<file path="src/rtl/alu_serial_ctrl_if.sv">
// rtl/alu_serial_ctrl_if.sv - request/response bus between the CPU control unit and alu_serial_ctrl
interface alu_serial_ctrl_if #(
    parameter int WIDTH = 16
);
    logic             start;
    logic [2:0]       op;
    logic [WIDTH-1:0] a;
    logic [WIDTH-1:0] b;
    logic             busy;
    logic             done;
    logic [WIDTH-1:0] result;
    logic             zero;
    logic             carry;
    logic             overflow;

    // control unit side: issues operations, observes completion
    modport master (
        output start, op, a, b,
        input  busy, done, result, zero, carry, overflow
    );

    // sequencer side
    modport slave (
        input  start, op, a, b,
        output busy, done, result, zero, carry, overflow
    );
endinterface

</file>
<file path="src/rtl/alu_serial_ctrl.sv">
// rtl/alu_serial_ctrl.sv - bit-serial ALU sequencer around one external alu_1bit slice (optional ALU_SERIAL_SLT_EN)
module alu_serial_ctrl #(
    parameter int WIDTH = 16
) (
    input  logic              clk,
    input  logic              reset,
    alu_serial_ctrl_if.slave  bus,
    output logic              slice_a,
    output logic              slice_b,
    output logic              slice_cin,
    output logic              slice_binvert,
    output logic [1:0]        slice_op,
    input  logic              slice_result,
    input  logic              slice_cout
);

`ifdef ALU_SERIAL_SLT_EN
    localparam bit SLT_EN = 1'b1;
`else
    localparam bit SLT_EN = 1'b0;
`endif

    localparam int            CW   = $clog2(WIDTH);
    localparam logic [CW-1:0] LAST = CW'(WIDTH - 1);

    typedef enum logic [1:0] {
        IDLE,
        RUN,
        DONE
    } state_t;

    state_t           state;
    logic [CW-1:0]    bit_cnt;
    // Operand shifters hold the bits not yet presented; bit 0 of each
    // operand lives in slice_a/slice_b while its cycle runs.
    logic [WIDTH-2:0] a_sh;
    logic [WIDTH-2:0] b_sh;
    // Result bits collected so far; the MSB arrives straight from the slice.
    logic [WIDTH-2:0] res_sh;
    logic             slt_q;

    logic             accept;
    logic             arith;
    logic             ovf_now;
    logic [WIDTH-1:0] final_res;

    // Set-less-than runs a plain subtract through the slice.
    function automatic logic [1:0] map_op(input logic [2:0] o);
        if (SLT_EN && o == 3'b111) begin
            return 2'b10;
        end
        return o[1:0];
    endfunction

    // A start in DONE is taken just like one in IDLE; RUN ignores it.
    assign accept  = bus.start && (state != RUN);
    assign arith   = (slice_op == 2'b10);
    // slice_cin doubles as the carry flip-flop, so it holds the carry into the MSB on the last bit.
    assign ovf_now = slice_cin ^ slice_cout;

    // Result as it will stand after the final bit edge.
    always_comb begin
        final_res = {slice_result, res_sh};
        if (slt_q) begin
            final_res = {{(WIDTH-1){1'b0}}, slice_result ^ ovf_now};
        end
    end

    // Sequencer FSM: latch on start, one bit per clock, publish result and flags on the last bit.
    always_ff @(posedge clk) begin
        if (reset) begin
            state         <= IDLE;
            bit_cnt       <= '0;
            a_sh          <= '0;
            b_sh          <= '0;
            res_sh        <= '0;
            slt_q         <= 1'b0;
            slice_a       <= 1'b0;
            slice_b       <= 1'b0;
            slice_cin     <= 1'b0;
            slice_binvert <= 1'b0;
            slice_op      <= 2'b00;
            bus.busy      <= 1'b0;
            bus.done      <= 1'b0;
            bus.result    <= '0;
            bus.zero      <= 1'b0;
            bus.carry     <= 1'b0;
            bus.overflow  <= 1'b0;
        end else begin
            bus.done <= 1'b0;
            if (accept) begin
                state         <= RUN;
                bus.busy      <= 1'b1;
                bit_cnt       <= '0;
                a_sh          <= bus.a[WIDTH-1:1];
                b_sh          <= bus.b[WIDTH-1:1];
                slt_q         <= SLT_EN && (bus.op == 3'b111);
                slice_a       <= bus.a[0];
                slice_b       <= bus.b[0];
                slice_cin     <= bus.op[2];
                slice_binvert <= bus.op[2];
                slice_op      <= map_op(bus.op);
            end else if (state == RUN) begin
                a_sh    <= a_sh >> 1;
                b_sh    <= b_sh >> 1;
                res_sh  <= (WIDTH-1)'({slice_result, res_sh} >> 1);
                bit_cnt <= bit_cnt + 1'b1;
                if (bit_cnt == LAST) begin
                    state         <= DONE;
                    bus.busy      <= 1'b0;
                    bus.done      <= 1'b1;
                    bus.result    <= final_res;
                    bus.zero      <= (final_res == '0);
                    bus.carry     <= arith & slice_cout;
                    bus.overflow  <= arith & ovf_now;
                    slice_a       <= 1'b0;
                    slice_b       <= 1'b0;
                    slice_cin     <= 1'b0;
                    slice_binvert <= 1'b0;
                    slice_op      <= 2'b00;
                end else begin
                    slice_a   <= a_sh[0];
                    slice_b   <= b_sh[0];
                    slice_cin <= slice_cout;
                end
            end else begin
                state <= IDLE;
            end
        end
    end

endmodule
</file>
<file path="src/flat_wrapper.sv">
// flat-port wrapper written by rule: the top's interface ports become plain ports
module alu_serial_ctrl_flat 
#(
    parameter int WIDTH = 16
)
  (clk, reset, slice_a, slice_b, slice_cin, slice_binvert, slice_op, slice_result, slice_cout, bus_start, bus_op, bus_a, bus_b, bus_busy, bus_done, bus_result, bus_zero, bus_carry, bus_overflow);
  alu_serial_ctrl_if #(.WIDTH(WIDTH)) bus_i ();
  input  logic clk;
  input  logic reset;
  output logic slice_a;
  output logic slice_b;
  output logic slice_cin;
  output logic slice_binvert;
  output logic [1:0] slice_op;
  input  logic slice_result;
  input  logic slice_cout;
  input wire logic [$bits(bus_i.start)-1:0] bus_start;
  input wire logic [$bits(bus_i.op)-1:0] bus_op;
  input wire logic [$bits(bus_i.a)-1:0] bus_a;
  input wire logic [$bits(bus_i.b)-1:0] bus_b;
  output wire logic [$bits(bus_i.busy)-1:0] bus_busy;
  output wire logic [$bits(bus_i.done)-1:0] bus_done;
  output wire logic [$bits(bus_i.result)-1:0] bus_result;
  output wire logic [$bits(bus_i.zero)-1:0] bus_zero;
  output wire logic [$bits(bus_i.carry)-1:0] bus_carry;
  output wire logic [$bits(bus_i.overflow)-1:0] bus_overflow;
  assign bus_i.start = bus_start;
  assign bus_i.op = bus_op;
  assign bus_i.a = bus_a;
  assign bus_i.b = bus_b;
  assign bus_busy = bus_i.busy;
  assign bus_done = bus_i.done;
  assign bus_result = bus_i.result;
  assign bus_zero = bus_i.zero;
  assign bus_carry = bus_i.carry;
  assign bus_overflow = bus_i.overflow;
  alu_serial_ctrl #(.WIDTH(WIDTH)) u_core (.clk(clk), .reset(reset), .bus(bus_i), .slice_a(slice_a), .slice_b(slice_b), .slice_cin(slice_cin), .slice_binvert(slice_binvert), .slice_op(slice_op), .slice_result(slice_result), .slice_cout(slice_cout));
endmodule
</file>
<file path="config.mk">
export PLATFORM = sky130hd
export DESIGN_NAME = alu_serial_ctrl_flat
export DESIGN_NICKNAME = d
export VERILOG_FILES = /design/src/rtl/alu_serial_ctrl_if.sv /design/src/rtl/alu_serial_ctrl.sv /design/src/flat_wrapper.sv
export SDC_FILE = /design/constraint.sdc
export NUM_CORES = 1
export LEC_CHECK = 0
export CAP_MARGIN = 20
export CORE_MARGIN = 3
export CORE_UTILIZATION = 50
export DETAILED_ROUTE_END_ITERATION = 8
export PLACE_DENSITY_LB_ADDON = 0.15
export SYNTH_ARGS = -nofsm -noshare
export SYNTH_HDL_FRONTEND = slang
export SYNTH_SLANG_ARGS = --single-unit
</file>
<file path="constraint.sdc">
create_clock -name clk -period 1.7 [get_ports clk]
set_input_delay 0.425 -clock clk [delete_from_list [all_inputs] [get_ports clk]]
set_output_delay 0.425 -clock clk [all_outputs]
set_load 0.005 [all_outputs]
</file>
==> summary.txt <==
Power and ir drop
  – Power per cell area: 1020 mW/mm2
  – Switching power summed over all nets: 0.926 mW
  – Static leakage: 1.55 nW
  – Worst vdd ir: 651 uV
  – Int Power: 3.25 mW
  – Clock network fraction of design power: 43.7%
  – Power share of the combinational group: 9.6%
  – Switching power as a share of total power: 22.2%
  – Sequential Power Share: 46.7%

Synth
  – Synth cell types: 27
  – Post-synth top area share: 50.1%
  – Dominant cells by area after synthesis: sky130_fd_sc_hd__dfxtp_1 50%, sky130_fd_sc_hd__mux2i_1 11%, sky130_fd_sc_hd__nand2_1 8.2%, sky130_fd_sc_hd__a21oi_1 7.2%, sky130_fd_sc_hd__a211oi_1 6.7%
  – Syn_area_per_cell: 8.77 um2
  – Post-synthesis cell type with the largest combined area: sky130_fd_sc_hd__dfxtp_1
  – Share of the yosys chip area belonging to registers: 50.1%
  – Post-Syn Instances: 355
  – Synth Cell Area: 0.00311 mm2
  – Mapped Nets: 396
  – Count of state elements after synthesis: 78
  – Ys Warns: 0

Final layout
  – Commonest non-fill, non-tap cells in the layout: 74 x sky130_fd_sc_hd__dfxtp_1, 68 x sky130_fd_sc_hd__nand2_1, 64 x sky130_fd_sc_hd__clkdlybuf4s50_1, 45 x sky130_fd_sc_hd__a21oi_1, 41 x sky130_fd_sc_hd__nor2_1
  – Most common library cell in the layout ignoring fill and taps: sky130_fd_sc_hd__dfxtp_1
  – Area growth syn-to-layout: 31.5%
  – Layout cells sized above 1: 8.39%
  – Number of nets in the finished design: 453
  – Number of fill cells: 512

Critical path
  – Critical Path AT: 1.22 ns
  – Element type at the critical path start: flop
  – CP Capture Type: output pin
  – CP max-delay cell: sky130_fd_sc_hd__clkdlybuf4s50_1
  – CP cell instances: clkdlybuf4s50_1
  – Worst Path Class, Setup: reg -> out
  – Critical path buffers and inverters: 1
  – CP delay by family, top: buffers and inverters
  – Reg2Reg Launch Point: u_core.bit_cnt[0]$_SDFFE_PP0N_
  – Start point of the critical path: u_core.bus.zero$_SDFFE_PP0P_
  – CP Max Fanout: 2
  – Worst EP required: 1.27 ns
  – Slowest cell delay on critical path: 0.51 ns
  – R2r setup slk: 0.27 ns

GRT
  – Total GRT Usage: 19.8%
  – Global-route congestion overflow total: 0
  – Antenna violations before repair: 0
  – Via count of the first global-routing pass: 2558
  – First-pass GRT wire length: 11500 um
  – Pin count of the biggest net entering global routing: 79

Clock network
  – Cell at the root of the clock tree: sky130_fd_sc_hd__clkbuf_8
  – Clock Tree Buf Depth: 2
  – Clock tree from TritonCTS: built
  – CTS H-Tree Depth: 3
  – Total clock buffers created by CTS: 9
  – Worst-Skew Late Latency: 0.35 ns
  – Post-CTS repair timing setup buffer count: 0
  – TritonCTS Sinks: 78
  – Clock transition at the registers of the reported paths: 0.09 ns

Routing
  – WL/cell: 13.3 um
  – Iteration-0 DRC Markers: 141
  – Total length of routed wires: 6540 um
  – Via Count: 2622
  – Number of optimization iterations in the first detailed-route pass: 4
  – Vias per std cell: 5.32
  – Count of unresolved DRC violations after routing: 0
  – Detail Route Antenna Nets: 0

Timing
  – Final-layout setup total negative slack: 0 ns
  – Min cycle time layout: 1.64 ns
  – Max Transition Viols Final: 0
  – Number of failing setup endpoints in the final timing report: 0
  – Maximum clock rate: 608 MHz
  – Worst rel slew slack: 77.5%
  – Final hold slack: 0.453 ns
  – Post-route setup slack: 0.0561 ns
  – Hold violation count in the final report: 0
  – Slew at the pin closest to its max-slew limit: 0.335 ns
  – Clock skew: 0.0107 ns
  – Unrepaired setup endpoints after global routing: false
  – Final worst-path cycle share: 96.7%

Floorplanning
  – Floorplan die height: 84.9 um
  – Placeable Area: 0.00599 mm2
  – Die extent in x: 84.9 um
  – Number of placement rows: 28
  – Initial Utilization: 52.0%
  – DIE AREA: 0.00721 mm2
  – Total I/O pin count: 67

Placed design
  – Setup Slack @ Placement: 0.125 ns
  – DPL Wire Length: 4270 um
  – Last weighted congestion value of the routability-driven placer: 0.715
  – Number of buffers inserted by port buffering: 66

Hold path
  – Worst hold path type: reg -> reg
  – Hold path start: u_core.bus.carry$_SDFFE_PP0P_

Job
  – Max-cap violations: 0

Outcome
  – Outcome: complete, no violations
-- synthesized netlist by cell type, drive strengths merged --
library cell and instances:
dfxtp 78, nand2 68, a21oi 45, nor2 41, mux2i 33, a211oi 28, buf 19, clkbuf 12
nand3 8, nor3 4, nor4 4, and2 2, nand3b 2, nand4b 2, o21ai 2, and4 1
ha 1, nand2b 1, nor2b 1, or2 1, or3 1, xor2 1
-- stage by stage --
step	util (%)	power, mW	area, um2	std cells
6_report	68.4	4.18	4100	493
5_1_grt	68.3	4.36	4090	492
4_1_cts	68.2	4.21	4090	492
3_5_place_dp	63.7	2.39	3820	476
3_3_place_gp	63.7	2.38	3820	476
2_1_floorplan	-	2.22	3110	355
-- sequential cells by signal, indices dropped and copies added, names as in the netlist --
register,cells
u_core.slice_binvert,1
u_core.state,2
u_core.slice_op,2
u_core.b_sh,15
u_core.bus.carry,1
u_core.res_sh,15
u_core.bus.result,16
u_core.bus.overflow,1
u_core.slice_cin,1
u_core.slice_b,1
u_core.bit_cnt,4
u_core.bus.busy,1
u_core.bus.done,1
u_core.bus.zero,1
u_core.slice_a,1
u_core.a_sh,15
-- what timing repair did --
item                                   in CTS  in global routing
setup endpoints to repair                   0                  4
endpoints found under the hold margin       0                  0
hold buffers                                0                  0
resized for setup                           0                  4
-- cell type report --
class                   count  area, um2  share of cell area, %
diodes                      1       2.50                 0.0611
clock buffers               9        124                   3.02
clock inverters             7        145                   3.54
multi-input cells         246       1380                   33.7
flip-flops and latches     78       1570                   38.3
well taps                  75       93.8                   2.29
repair buffers             77        783                   19.1
-- path summary, 6_finish.rpt --
| kind | endpoint | cells after the start |
|---|---|---|
| worst max-delay path | bus_zero | 1 |
| worst min-delay path | u_core.bus.carry$_SDFFE_PP0P_ | 2 |
| worst max register to register | u_core.slice_op[1]$_SDFFE_PP0P_ | 6 |
| worst min register to register | u_core.bus.carry$_SDFFE_PP0P_ | 2 |
-- metal layers --
metal | routed length, um | global-route usage [%]
met5 | 0 | 0
met4 | 82 | 5.61
met3 | 342 | 8.25
met2 | 3080 | 31.7
met1 | 3030 | 24.6
-- kinds of logic after synthesis --
group / after synthesis / synth area share, %
adder cells (fa/ha/maj): 1 / 0.402
flip-flops: 78 / 50.1
AO/OA/AOI/OAI: 75 / 14.3
AND/OR/NAND/NOR: 136 / 18.6
multiplexers: 33 / 10.6
buffers and inverters: 31 / 5.62
XOR/XNOR: 1 / 0.281
-- power groups by stage --
| stage | registers [mW] | clock network, mW | logic (mW) |
|---|---|---|---|
| after detailed placement | 1.99 | 0 | 0.404 |
| after CTS | 1.95 | 1.86 | 0.406 |
| after global placement | 1.99 | 0 | 0.394 |
| after global routing | 1.96 | 1.95 | 0.449 |
| after floorplan | 1.98 | 0 | 0.241 |
| final | 1.95 | 1.82 | 0.403 |
No activity file was read; power rests on OpenSTA's default activity.
